[src/rtl/awg_pkg.sv]
// Shared constants and types for the AWG command controller.
// Holds the ASCII byte codes, FSM and field selector enums, and field widths and maxima.
// Also holds the small byte-classification helpers used by the parser.
package awg_pkg;

    localparam logic [7:0] ASC_W  = 8'h57;
    localparam logic [7:0] ASC_F  = 8'h46;
    localparam logic [7:0] ASC_A  = 8'h41;
    localparam logic [7:0] ASC_P  = 8'h50;
    localparam logic [7:0] ASC_0  = 8'h30;
    localparam logic [7:0] ASC_9  = 8'h39;
    localparam logic [7:0] ASC_CR = 8'h0D;
    localparam logic [7:0] ASC_LF = 8'h0A;
    localparam logic [7:0] ASC_K  = 8'h4B;
    localparam logic [7:0] ASC_E  = 8'h45;

    // Five decimal digits (99999) fit in 17 bits.
    localparam int ACC_W = 17;

    localparam int W_WIDTH = 5;
    localparam int F_WIDTH = 12;
    localparam int A_WIDTH = 8;
    localparam int P_WIDTH = 8;

    localparam logic [ACC_W-1:0] W_MAX = 17'd31;
    localparam logic [ACC_W-1:0] F_MAX = 17'd4095;
    localparam logic [ACC_W-1:0] A_MAX = 17'd255;
    localparam logic [ACC_W-1:0] P_MAX = 17'd255;

    typedef enum logic [1:0] {
        ST_IDLE   = 2'd0,
        ST_DIGITS = 2'd1,
        ST_COMMIT = 2'd2,
        ST_ACK    = 2'd3
    } fsm_t;

    typedef enum logic [1:0] {
        FLD_W = 2'd0,
        FLD_F = 2'd1,
        FLD_A = 2'd2,
        FLD_P = 2'd3
    } field_t;

    function automatic logic is_digit(input logic [7:0] b);
        return (b >= ASC_0) && (b <= ASC_9);
    endfunction

    function automatic logic is_term(input logic [7:0] b);
        return (b == ASC_CR) || (b == ASC_LF);
    endfunction

    function automatic logic [ACC_W-1:0] field_max(input field_t f);
        logic [ACC_W-1:0] m;
        case (f)
            FLD_W:   m = W_MAX;
            FLD_F:   m = F_MAX;
            FLD_A:   m = A_MAX;
            default: m = P_MAX;
        endcase
        return m;
    endfunction

endpackage

[src/rtl/dec_accum.sv]
// Decimal digit accumulator: value <= value*10 + digit, with a digit counter.
// Latency: one cycle from i_add to the updated o_value/o_count.
// No backpressure; o_full flags that another digit would exceed MAX_DIGITS.
module dec_accum
    import awg_pkg::*;
#(
    parameter int MAX_DIGITS = 5,
    parameter int CNT_W      = $clog2(MAX_DIGITS + 1)
) (
    input  logic             clk,
    input  logic             rst,
    input  logic             i_clr,
    input  logic             i_add,
    input  logic [3:0]       i_digit,
    output logic [ACC_W-1:0] o_value,
    output logic [CNT_W-1:0] o_count,
    output logic             o_full
);

    logic [ACC_W-1:0] r_value;
    logic [CNT_W-1:0] r_count;
    logic [ACC_W-1:0] w_times10;
    logic             w_full;

    // x*10 as (x<<3) + (x<<1); the digit cap keeps the result inside ACC_W bits.
    always_comb begin
        w_times10 = {r_value[ACC_W-4:0], 3'b000} + {r_value[ACC_W-2:0], 1'b0};
        w_full    = (r_count == CNT_W'(MAX_DIGITS));
    end

    // Clear wins over add; an add while full is refused so the count never wraps.
    always_ff @(posedge clk) begin
        if (rst) begin
            r_value <= '0;
            r_count <= '0;
        end else if (i_clr) begin
            r_value <= '0;
            r_count <= '0;
        end else if (i_add && !w_full) begin
            r_value <= w_times10 + {{(ACC_W-4){1'b0}}, i_digit};
            r_count <= r_count + 1'b1;
        end
    end

    assign o_value = r_value;
    assign o_count = r_count;
    assign o_full  = w_full;

endmodule

[src/rtl/awg_cmd_ctrl.sv]
// ASCII command parser holding the DDS waveform/frequency/amplitude/phase configuration; optional macro AWG_WRAP_SYNC_EN.
// Latency: terminator in cycle T -> ack byte from T+2; error byte in T -> ack from T+1; unsynced apply at T+2.
// Backpressure: tx_valid is held until tx_ready; rx bytes arriving during COMMIT/ACK are dropped.
module awg_cmd_ctrl
    import awg_pkg::*;
#(
    parameter logic [4:0]  DEF_STATE  = 5'd3,
    parameter logic [11:0] DEF_FREQ   = 12'd1,
    parameter logic [7:0]  DEF_AMP    = 8'd50,
    parameter logic [7:0]  DEF_PHASE  = 8'd50,
    parameter int          MAX_DIGITS = 5
) (
    input  logic        clk,
    input  logic        rst,
    input  logic [7:0]  rx_data,
    input  logic        rx_valid,
    output logic [7:0]  tx_data,
    output logic        tx_valid,
    input  logic        tx_ready,
    input  logic        phase_wrap,
    output logic [4:0]  state,
    output logic [11:0] state_freq,
    output logic [7:0]  state_amp,
    output logic [7:0]  state_phase,
    output logic        cfg_update
);

    localparam int CNT_W = $clog2(MAX_DIGITS + 1);

    fsm_t   r_fsm;
    fsm_t   w_fsm_nxt;
    field_t r_field;
    field_t w_letter_fld;
    logic   w_is_letter;
    logic   w_is_digit;
    logic   w_is_term;
    logic   r_ok;

    logic [ACC_W-1:0] w_acc;
    logic [CNT_W-1:0] w_acc_cnt;
    logic             w_acc_full;
    logic             w_acc_clr;
    logic             w_acc_add;
    logic             w_dig_err;
    logic             w_commit;
    logic             w_in_range;
    logic             w_commit_ok;
    logic             w_apply;

    logic [W_WIDTH-1:0] r_sh_w, r_out_w, w_sh_w_nxt, w_src_w;
    logic [F_WIDTH-1:0] r_sh_f, r_out_f, w_sh_f_nxt, w_src_f;
    logic [A_WIDTH-1:0] r_sh_a, r_out_a, w_sh_a_nxt, w_src_a;
    logic [P_WIDTH-1:0] r_sh_p, r_out_p, w_sh_p_nxt, w_src_p;
    logic               r_cfg_update;

    dec_accum #(
        .MAX_DIGITS (MAX_DIGITS),
        .CNT_W      (CNT_W)
    ) u_dec_accum (
        .clk     (clk),
        .rst     (rst),
        .i_clr   (w_acc_clr),
        .i_add   (w_acc_add),
        .i_digit (rx_data[3:0]),
        .o_value (w_acc),
        .o_count (w_acc_cnt),
        .o_full  (w_acc_full)
    );

    // Classify the incoming byte.
    always_comb begin
        w_is_digit   = is_digit(rx_data);
        w_is_term    = is_term(rx_data);
        w_is_letter  = 1'b1;
        w_letter_fld = FLD_W;
        case (rx_data)
            ASC_W:   w_letter_fld = FLD_W;
            ASC_F:   w_letter_fld = FLD_F;
            ASC_A:   w_letter_fld = FLD_A;
            ASC_P:   w_letter_fld = FLD_P;
            default: w_is_letter  = 1'b0;
        endcase
    end

    // FSM state register.
    always_ff @(posedge clk) begin
        if (rst) r_fsm <= ST_IDLE;
        else     r_fsm <= w_fsm_nxt;
    end

    // FSM next-state logic.
    always_comb begin
        w_fsm_nxt = r_fsm;
        case (r_fsm)
            ST_IDLE: begin
                if (rx_valid && w_is_letter) w_fsm_nxt = ST_DIGITS;
            end
            ST_DIGITS: begin
                if (rx_valid) begin
                    if (w_is_term)
                        w_fsm_nxt = (w_acc_cnt == '0) ? ST_ACK : ST_COMMIT;
                    else if (!w_is_digit || w_acc_full)
                        w_fsm_nxt = ST_ACK;
                end
            end
            ST_COMMIT: w_fsm_nxt = ST_ACK;
            ST_ACK: begin
                if (tx_ready) w_fsm_nxt = ST_IDLE;
            end
            default: w_fsm_nxt = ST_IDLE;
        endcase
    end

    // FSM outputs: accumulator strobes, error/commit decode and the ack byte.
    always_comb begin
        w_acc_clr = (r_fsm == ST_IDLE) && rx_valid && w_is_letter;
        w_acc_add = (r_fsm == ST_DIGITS) && rx_valid && w_is_digit && !w_acc_full;
        w_dig_err = (r_fsm == ST_DIGITS) && rx_valid &&
                    ((w_is_term && (w_acc_cnt == '0)) ||
                     (!w_is_term && !w_is_digit) ||
                     (w_is_digit && w_acc_full));
        w_commit  = (r_fsm == ST_COMMIT);
        tx_valid  = (r_fsm == ST_ACK);
        tx_data   = r_ok ? ASC_K : ASC_E;
    end

    // Range check against the latched field, and the next shadow values.
    always_comb begin
        w_in_range  = (w_acc <= field_max(r_field));
        w_commit_ok = w_commit && w_in_range;
        w_sh_w_nxt  = r_sh_w;
        w_sh_f_nxt  = r_sh_f;
        w_sh_a_nxt  = r_sh_a;
        w_sh_p_nxt  = r_sh_p;
        if (w_commit_ok) begin
            case (r_field)
                FLD_W:   w_sh_w_nxt = w_acc[W_WIDTH-1:0];
                FLD_F:   w_sh_f_nxt = w_acc[F_WIDTH-1:0];
                FLD_A:   w_sh_a_nxt = w_acc[A_WIDTH-1:0];
                default: w_sh_p_nxt = w_acc[P_WIDTH-1:0];
            endcase
        end
    end

    // Latch the target field on the command letter and the result for the ack.
    always_ff @(posedge clk) begin
        if (rst) begin
            r_field <= FLD_W;
            r_ok    <= 1'b0;
        end else begin
            if (w_acc_clr) r_field <= w_letter_fld;
            if (w_dig_err)     r_ok <= 1'b0;
            else if (w_commit) r_ok <= w_in_range;
        end
    end

    // Shadow registers: last committed value per field wins.
    always_ff @(posedge clk) begin
        if (rst) begin
            r_sh_w <= DEF_STATE;
            r_sh_f <= DEF_FREQ;
            r_sh_a <= DEF_AMP;
            r_sh_p <= DEF_PHASE;
        end else begin
            r_sh_w <= w_sh_w_nxt;
            r_sh_f <= w_sh_f_nxt;
            r_sh_a <= w_sh_a_nxt;
            r_sh_p <= w_sh_p_nxt;
        end
    end

`ifdef AWG_WRAP_SYNC_EN
    logic [3:0] r_pend;
    logic [3:0] w_pend_set;

    // A wrap moves only values already sitting in the shadows; a commit on the
    // same edge stays pending for the next wrap.
    always_comb begin
        w_pend_set = '0;
        if (w_commit_ok) w_pend_set[r_field] = 1'b1;
        w_apply = phase_wrap && (|r_pend);
        w_src_w = r_sh_w;
        w_src_f = r_sh_f;
        w_src_a = r_sh_a;
        w_src_p = r_sh_p;
    end

    // Pending flags: cleared by an apply, set by a successful commit.
    always_ff @(posedge clk) begin
        if (rst) r_pend <= '0;
        else     r_pend <= (w_apply ? 4'b0000 : r_pend) | w_pend_set;
    end
`else
    // Without wrap sync the committed value goes straight to the outputs.
    always_comb begin
        w_apply = w_commit_ok;
        w_src_w = w_sh_w_nxt;
        w_src_f = w_sh_f_nxt;
        w_src_a = w_sh_a_nxt;
        w_src_p = w_sh_p_nxt;
    end
`endif

    // Output configuration registers and the update pulse that follows an apply.
    always_ff @(posedge clk) begin
        if (rst) begin
            r_out_w      <= DEF_STATE;
            r_out_f      <= DEF_FREQ;
            r_out_a      <= DEF_AMP;
            r_out_p      <= DEF_PHASE;
            r_cfg_update <= 1'b0;
        end else begin
            r_cfg_update <= w_apply;
            if (w_apply) begin
                r_out_w <= w_src_w;
                r_out_f <= w_src_f;
                r_out_a <= w_src_a;
                r_out_p <= w_src_p;
            end
        end
    end

    assign state       = r_out_w;
    assign state_freq  = r_out_f;
    assign state_amp   = r_out_a;
    assign state_phase = r_out_p;
    assign cfg_update  = r_cfg_update;

endmodule

[config.mk]
export PLATFORM = sky130hd
export DESIGN_NAME = awg_cmd_ctrl
export DESIGN_NICKNAME = d
export VERILOG_FILES = /design/src/rtl/awg_pkg.sv /design/src/rtl/dec_accum.sv /design/src/rtl/awg_cmd_ctrl.sv
export SDC_FILE = /design/constraint.sdc
export NUM_CORES = 1
export LEC_CHECK = 0
export CAP_MARGIN = 20
export CORE_ASPECT_RATIO = 1.75
export CORE_MARGIN = 2
export CORE_UTILIZATION = 35
export CTS_CLUSTER_SIZE = 20
export DETAILED_ROUTE_END_ITERATION = 10
export MAX_ROUTING_LAYER = met4
export PLACE_DENSITY_LB_ADDON = 0.12
export SLEW_MARGIN = 25
export SYNTH_ARGS = -nofsm -noshare
export SYNTH_HDL_FRONTEND = slang
export SYNTH_SLANG_ARGS = --single-unit
[constraint.sdc]
create_clock -name clk -period 5.8 [get_ports clk]
set_input_delay 0.58 -clock clk [delete_from_list [all_inputs] [get_ports clk]]
set_output_delay 0.58 -clock clk [all_outputs]
set_load 0.05 [all_outputs]
# Word-level counts from Yosys, hierarchy flattened
# Cells that the tools add are included.
# W data, S select, Z words.
# totals
register_bits	92
latchBits	0
ram_bits	0
mem_bits_ro	0
out_inout_bits	43
word_cells	83
n_memories	0
# op_classes
addsub	3
multipliers	0
n_div	0
order_cmp	3
n_eq_ne	16
shifts	0
mux	19
bitwise	0
n_reduce_logical	28
# op_table
op	count
$eq A8 B7 Y1 const B	4
$mux W8	4
$mux W12	2
$pmux W12 S2	1
$add A17 B17 Y17	1
$add A17 B4 Y17	1
$le A17 B17 Y1	1
$eq A8 B4 Y1 const B	2
$logic_and A1 B1 Y1	13
$mux W2	5
$mux W5	2
$ge A8 B6 Y1 const B	1
$le A8 B6 Y1 const B	1
$pmux W2 S4	1
$eq A2 B2 Y1 const B	3
$pmux W2 S3	1
$eq A2 B1 Y1 const B	2
$logic_not A2 Y1	2
$logic_or A1 B1 Y1	4
$mux W4	1
$ne A2 B2 Y1 const B	2
$reduce_and A4 Y1	1
$reduce_or A2 Y1	2
$reduce_or A4 Y1	1
8 further kinds	11

# Logic depth before layout (Yosys ltp)
# Gate-level depths: netlist of the first run.
# depth
ltp_word	8
ltp_mapped	11
mapped_depth_nobuf	10

# By module
# From an unflattened synthesis of the first run, not the netlist that was laid out.
# hier_totals
cells_unflattened	599
area_unflattened_um2	5444.0
# by_module_without_submodules
mod	n_inst	cells_per_inst	area_per_inst_um2	seq_area_each_um2
awg_cmd_ctrl	1	400	3758.6	1441.4
dec_accum	1	199	1685.4	400.4

# Least setup slack after synthesis of the first run
# No wires, ideal clock.
# synth_path
path_kind	reg2reg
from	register r_field[1]
to	register r_out_w[0] (netlist: state[0])
arrival_time_ns	2.942
t_required_ns	5.680
setup_slack_ns	2.738
path_stages_with_launch	12
cell_sequence	dfxtp_1 nand2b_1 buf_2 buf_1 ha_1 o21ai_0 a31oi_1 or4_1 buf_2 buf_6 and3_1 a211o_1
# synth_via
elab_chain_cells	5
# synth_lines
item	line_no	source
start: declaration	awg_cmd_ctrl.sv:32	field_t r_field;
start signal: assignment	awg_cmd_ctrl.sv:151	if (w_acc_clr) r_field <= w_letter_fld;
$eq A2 B1 Y1 or $logic_not A2 Y1 (tied branches)	awg_pkg.sv:54, awg_cmd_ctrl.sv:136	
$pmux W12 S2	awg_pkg.sv:54	case (f)
$le A17 B17 Y1	awg_cmd_ctrl.sv:129	w_in_range = (w_acc <= field_max(r_field));
$logic_and A1 B1 Y1	awg_cmd_ctrl.sv:130	w_commit_ok = w_commit && w_in_range;
$mux W5	awg_cmd_ctrl.sv:135	if (w_commit_ok) begin
end signal: assignment	awg_cmd_ctrl.sv:215	r_out_w <= w_src_w;
end: declaration	awg_cmd_ctrl.sv:50	logic [W_WIDTH-1:0] r_sh_w, r_out_w, w_sh_w_nxt, w_src_w;
# Parallel ways exist; a longest one is shown, timed or not.
# A chain may end at the register's enable or synchronous reset.

# Worst setup path in the final report of the first run
# layout_path
from	register r_field[0]
to	register r_out_p[6] (netlist: state_phase[6])
# layout_via
elab_chain_cells	5
# layout_lines
item	line_no	source
$eq A2 B1 Y1 or $logic_not A2 Y1 (tied branches)	awg_pkg.sv:54, awg_cmd_ctrl.sv:136	
$pmux W12 S2	awg_pkg.sv:54	
$le A17 B17 Y1	awg_cmd_ctrl.sv:129	
$logic_and A1 B1 Y1	awg_cmd_ctrl.sv:130	
$mux W8	awg_cmd_ctrl.sv:135	
end signal: assignment	awg_cmd_ctrl.sv:218	r_out_p <= w_src_p;
end: declaration	awg_cmd_ctrl.sv:53	logic [P_WIDTH-1:0] r_sh_p, r_out_p, w_sh_p_nxt, w_src_p;
# Parallel ways exist; a longest one is shown, timed or not.

==> flow_summary.json, run 1 <==
{
  "gp_congestion": 0.781,
  "via_per_inst": 5.39,
  "grt-ovfl-total": 0,
  "min_path_cells": 2,
  "hold_path.class": "register to register",
  "critPathMaxFanout": 17,
  "clk_latency_ps": 350,
  "period_share_pct": 65.8,
  "total_leakage_power_uw": 0.00238,
  "clockBufferDepth": 2,
  "postCtsResizedCells": 0,
  "reg2reg_from": "r_field[0]",
  "ys_seq_area_share_pct": 34.0,
  "skew_ps": 7.31,
  "hold_end": "r_sh_a[6]",
  "track_usage_pct": 18.0,
  "crit_path_start_kind": "register",
  "critPathMaxStageDelay_ps": 820,
  "htreeDepth": 3,
  "drc": 0,
  "place_hpwl_microns": 10400,
  "nNetsFinal": 681,
  "cp.required_ps": 6010,
  "area_growth_pct": 16.0,
  "clock_sinks": 92,
  "maxSlewHeadroom_pct": 36.7,
  "antenna_found_initial": 0,
  "peakVddDrop_mv": 0.135,
  "initial_core_util_pct": 35.5,
  "synth.distinct_cells": 61,
  "max-cap-violations": 0,
  "core_sq_um": 15200,
  "clk_pin_slew_ps": 80,
  "setup_viol": 0,
  "die_y_microns": 169,
  "r2r_end": "state_phase[6]",
  "synth_top_cell_area_share_pct": 34.0,
  "r2r_setup_slack_ps": 1980,
  "max_slew.worst_pin.slew_ps": 950,
  "cp.arrival_ps": 4020,
  "outcome": "finished, final reports clean",
  "slowest_stage": "or4_1",
  "dr.pass1.iters": 4,
  "io_pins": 56,
  "cp-end-kind": "register",
  "setup_tns_ps": 0,
  "ys_top_cells_by_area": "dfxtp_1, ha_1, mux2i_1",
  "slew_viol_final": 0,
  "io_buffers": 49,
  "diodes": 0,
  "yosysWarnings": 0,
  "post_cts_buffers": 0,
  "grt_pass1_vias": 4377,
  "power_density_nw_per_um2": 232,
  "rows": 60,
  "cts_tree": "built",
  "num_vias": 4399,
  "timing.hold.ws_ps": 463,
  "crit_chain": "nand2b_1 > ha_1 > o21ai_0 > a31oi_1 > or4_1 > nand2_1 > buf_4 > a311oi_2",
  "grt_max_degree": 55,
  "clock.fmax_mhz": 262,
  "hold_viol": 0,
  "cts_hold_buf": 0,
  "syn_avg_cell_area_sq_um": 9.02,
  "avgRoutedWirePerCell_microns": 17.4,
  "grt_pass1_wl_microns": 23200,
  "layout_min_cycle_time_ps": 3820,
  "worst-setup-path-type": "register to register",
  "die_area_sq_um": 16500,
  "reg2reg_depth": 8,
  "ys_seq_elements": 92,
  "synthCells": 600,
  "final_layout_size_suffix_gt1_share_pct": 10.6,
  "synth_area_sq_um": 5410,
  "synth_top_cell_by_area": "dfxtp_1",
  "die_x_microns": 98.0,
  "synth-async-reset-ratio_pct": 0,
  "rsz0062_at_grt": "false",
  "cts_root_buf": "clkbuf_16",
  "wl_microns": 14200,
  "min_from": "r_sh_a[6]",
  "drtIter0Drc": 126,
  "synth-edff-count": 0,
  "antenna_left": 0,
  "cts_buffers": 9,
  "ys.flop_type": "dfxtp_1"
}
[synth_stat cells (all sizes together) (4+ instances only)]
cell	n
clkbuf	21
nor2	45
and3	9
nand2b	4
a211o	10
nand3	24
ha	41
or2	5
nor3	7
xnor2	8
o21bai	5
o21ai	15
inv	15
mux2	9
dfxtp	92
mux2i	49
a311oi	9
nand2	79
a211oi	51
nand4	4
a21o	6
buf	25
a21oi	30
[worst max-delay path: cells and delay by family, from the launching register on]
family / cells / cell delay, ps
compound gates: 3 / 410
fa+ha+maj: 1 / 370
buf+inv: 1 / 390
flops: 1 / 760
simple gates: 3 / 1720
[per-layer routing]
layer  vias up  routed length [microns]  GRT usage, %
met5         -                        0             -
met4         0                      110          4.11
met3         8                      215          2.31
met2        48                     7780          33.7
met1      2118                     6120          20.0
li1       2225                        -             -
[state kept, by name, indices dropped and copies added, names as in the netlist, 2 cells and up]
name,count
state_amp,8
u_dec_accum.o_count,3
state_freq,12
r_field,2
r_sh_a,8
state_phase,8
r_sh_w,5
r_sh_p,8
r_sh_f,12
state,5
u_dec_accum.o_value,17
r_fsm,2
[per-stage QoR]
| stage | cell area [sq um] | cells | total power (uW) | util [%] | setup WS, ps |
|---|---|---|---|---|---|
| 2_1_floorplan | 5420 | 603 | 817 | - | 2740 |
| 3_3_place_gp | 5960 | 799 | 865 | 39.1 | 2140 |
| 3_5_place_dp | 5960 | 799 | 870 | 39.1 | 2010 |
| 4_1_cts | 6260 | 815 | 1470 | 41.1 | 2010 |
| 5_1_grt | 6280 | 816 | 1510 | 41.2 | 1780 |
| 6_report | 6280 | 816 | 1450 | 41.2 | 1980 |
[power breakdown]
| group | internal, uW | total (uW) | switching, uW |
|---|---|---|---|
| registers | 648 | 658 | 10.4 |
| logic | 71.1 | 195 | 124 |
| clock network | 307 | 602 | 295 |
| total | 1030 | 1450 | 429 |
[layout by cell type, fill, tap and decap left out, drive strengths merged, types with 4 or more instances in the layout]
cell type,synthesis,final
dfxtp,92,92
nand2,79,79
a211oi,51,51
mux2i,49,49
clkdlybuf4s50,0,48
nor2,45,45
ha,41,41
a21oi,30,30
nand3,24,24
inv,15,17
o21ai,15,15
a211o,10,10
and3,9,9
clkbuf,21,9
mux2,9,9
buf,25,9
a311oi,9,9
xnor2,8,8
nor3,7,7
a21o,6,6
conb,2,5
o21bai,5,5
or2,5,5
clkinv,0,5
nand2b,4,4
nand4,4,4
[cell families after synthesis]
kind of cell / count (synthesis) / share of synthesized area (%)
and+or+nand+nor: 196 / 17.1
muxes: 58 / 10.9
AOI/OAI and AO/OA: 139 / 20.6
xor gates and xnor gates: 9 / 1.46
adders and majority gates: 43 / 10.2
other: 2 / 0.139
DFF: 92 / 34.0
buffers and inverters: 61 / 5.50
[worst max path at each step]
stage | from | end | depth (start not counted)
after CTS | r_field[0] | state_phase[6] | 8
after global placement | r_field[0] | state_phase[6] | 8
after detailed placement | r_field[0] | state_phase[6] | 8
after global routing | r_field[0] | state_phase[6] | 8
after floorplan | r_field[1] | state[0] | 11
final | r_field[0] | state_phase[6] | 8
[final cells by class]
class                           count  area (sq um)
Clock buffer                        9           225
Clock inverter                      7          81.3
Fill cell                        1516          8960
Inverter                           15          56.3
Multi-Input combinational cell    450          3290
Sequential cell                    92          1840
Tap cell                          186           233
Timing Repair Buffer               57           549
Note: power is estimated with default switching activity, not from simulation.
==> run 2, diff against run 1 <==
Clock period 5.8 ns to 3.3 ns, I/O delays scaled along.
==> flow_summary.json, run 2 (synthesized netlist as in run 1, its figures left out) <==
{
  "setup_tns_ps": 0,
  "post_cts_buffers": 0,
  "initial_core_util_pct": 35.5,
  "cts_hold_buf": 0,
  "clock_sinks": 92,
  "clk_pin_slew_ps": 70,
  "peakVddDrop_mv": 0.250,
  "period_share_pct": 87.3,
  "p_sw_share_pct": 28.5,
  "cts_tree": "built",
  "antenna_left": 0,
  "dpl_cell_area_sq_um": 6050,
  "cp.required_ps": 3500,
  "critPathTopFamily": "simple AND/OR/NAND/NOR gates",
  "cts_buffers": 9,
  "cts_root_buf": "clkbuf_16",
  "r2r_setup_slack_ps": 420,
  "max-cap-violations": 0,
  "wl_microns": 14400,
  "p_int_uw": 1870,
  "layout_min_cycle_time_ps": 2880,
  "r2r_end": "state_phase[3]",
  "io_pins": 56,
  "max_slew.worst_pin.slew_ps": 831,
  "place_hpwl_microns": 10600,
  "min_path_cells": 3,
  "gp_congestion": 0.799,
  "slowest_stage": "or4_1",
  "critPathMaxStageDelay_ps": 810,
  "reg2reg_from": "r_field[1]",
  "clockBufferDepth": 2,
  "grt_pass1_vias": 4557,
  "largest_reg_flops": 17,
  "power_frac_clock_pct": 42.6,
  "switching_power_uw": 749,
  "die_x_microns": 98.0,
  "final_common_cell": "dfxtp_1",
  "total_leakage_power_uw": 0.00244,
  "maxSlewHeadroom_pct": 44.6,
  "rows": 60,
  "critPathMaxFanout": 33,
  "htreeDepth": 3,
  "grt-ovfl-total": 0,
  "hold_end": "r_sh_a[1]",
  "critPathBufInv": 1,
  "crit_path_start_kind": "register",
  "crit_chain": "nand2b_1 > ha_1 > o21ai_0 > a31oi_1 > or4_1 > nand2_1 > buf_4 > a311oi_2",
  "final_layout_size_suffix_gt1_share_pct": 12.2,
  "antenna_found_initial": 0,
  "track_usage_pct": 18.4,
  "die_y_microns": 169,
  "power_density_nw_per_um2": 412,
  "grt_max_degree": 38,
  "combPwrFrac_pct": 13.2,
  "p_total_uw": 2620,
  "worst-setup-path-type": "register to register",
  "hold_path.class": "input port to register",
  "via_per_inst": 5.38,
  "nNetsFinal": 692,
  "cp-end-kind": "register",
  "rsz0062_at_grt": "false",
  "drtIter0Drc": 152,
  "setup_viol": 0,
  "avgRoutedWirePerCell_microns": 17.5,
  "final_cell_mix": "dfxtp_1, nand2_1, mux2i_1",
  "reg2reg_depth": 8,
  "core_sq_um": 15200,
  "min_from": "rst",
  "drc": 0,
  "die_area_sq_um": 16500,
  "cp.arrival_ps": 3080,
  "slew_viol_final": 0,
  "outcome": "finished, final reports clean",
  "io_buffers": 49,
  "pwr-share-seq_pct": 44.1,
  "grt_pass1_wl_microns": 23600,
  "hold_viol": 0,
  "dr.pass1.iters": 4,
  "final_area_sq_um": 6370,
  "area_growth_pct": 17.6,
  "num_vias": 4447,
  "clock.fmax_mhz": 347,
  "skew_ps": 6.79,
  "diodes": 0,
  "postCtsResizedCells": 0,
  "clk_latency_ps": 350
}
==> run 2: worst max path at each step <==
| stage | from | endpoint | depth (start not counted) |
|---|---|---|---|
| after CTS | r_field[1] | state_phase[3] | 8 |
| after global routing | rx_data[3] | u_dec_accum.o_value[11] | 11 |
| after floorplan | r_field[1] | state_freq[0] | 11 |
| final | r_field[1] | state_phase[3] | 8 |
| after global placement | rx_data[3] | u_dec_accum.o_value[11] | 11 |
| after detailed placement | rx_data[3] | u_dec_accum.o_value[11] | 11 |
==> run 2: stage by stage <==
stage	worst slack (ps)	hold WS [ps]	util, %	instances
2_1_floorplan	238	431	-	603
3_3_place_gp	96.4	442	39.7	811
3_5_place_dp	93.8	446	39.7	811
4_1_cts	374	442	41.8	827
5_1_grt	141	470	41.8	827
6_report	421	442	41.8	827
==> run 2: area by class of cell <==
type	count	area, sq um
fillers	1537	8870
clock buffers	9	225
well taps	186	233
repair buffers	68	628
inverters	15	56.3
clock inverters	7	93.8
flip-flops and latches	92	1840
multi-input cells	450	3290
==> run 2: worst reg2reg max path: cells and delay by family (launching register included) <==
kind	cells	cell delay, ps
buf+inv	1	400
fa+ha+maj	1	360
flops	1	310
simple gates	3	1220
compound gates	3	450
==> run 2: power groups by stage <==
stage / Combinational, uW / Clock [uW] / Sequential [uW]
after global routing: 372 / 1180 / 1160
after global placement: 342 / 0 / 1180
after detailed placement: 350 / 0 / 1180
after floorplan: 184 / 0 / 1250
after CTS: 351 / 1150 / 1160
final: 347 / 1120 / 1160
==> run 2: per-layer routing <==
metal  part of all wire [%]  track usage [%]  wire length [microns]  vias up
li1                       -                -                      -     2236
met1                     41             20.2                   5930     2116
met2                     55             34.1                   7870       76
met3                    2.8             2.27                    406       19
met4                    1.6             5.74                    235        0
met5                      0                -                      0        -
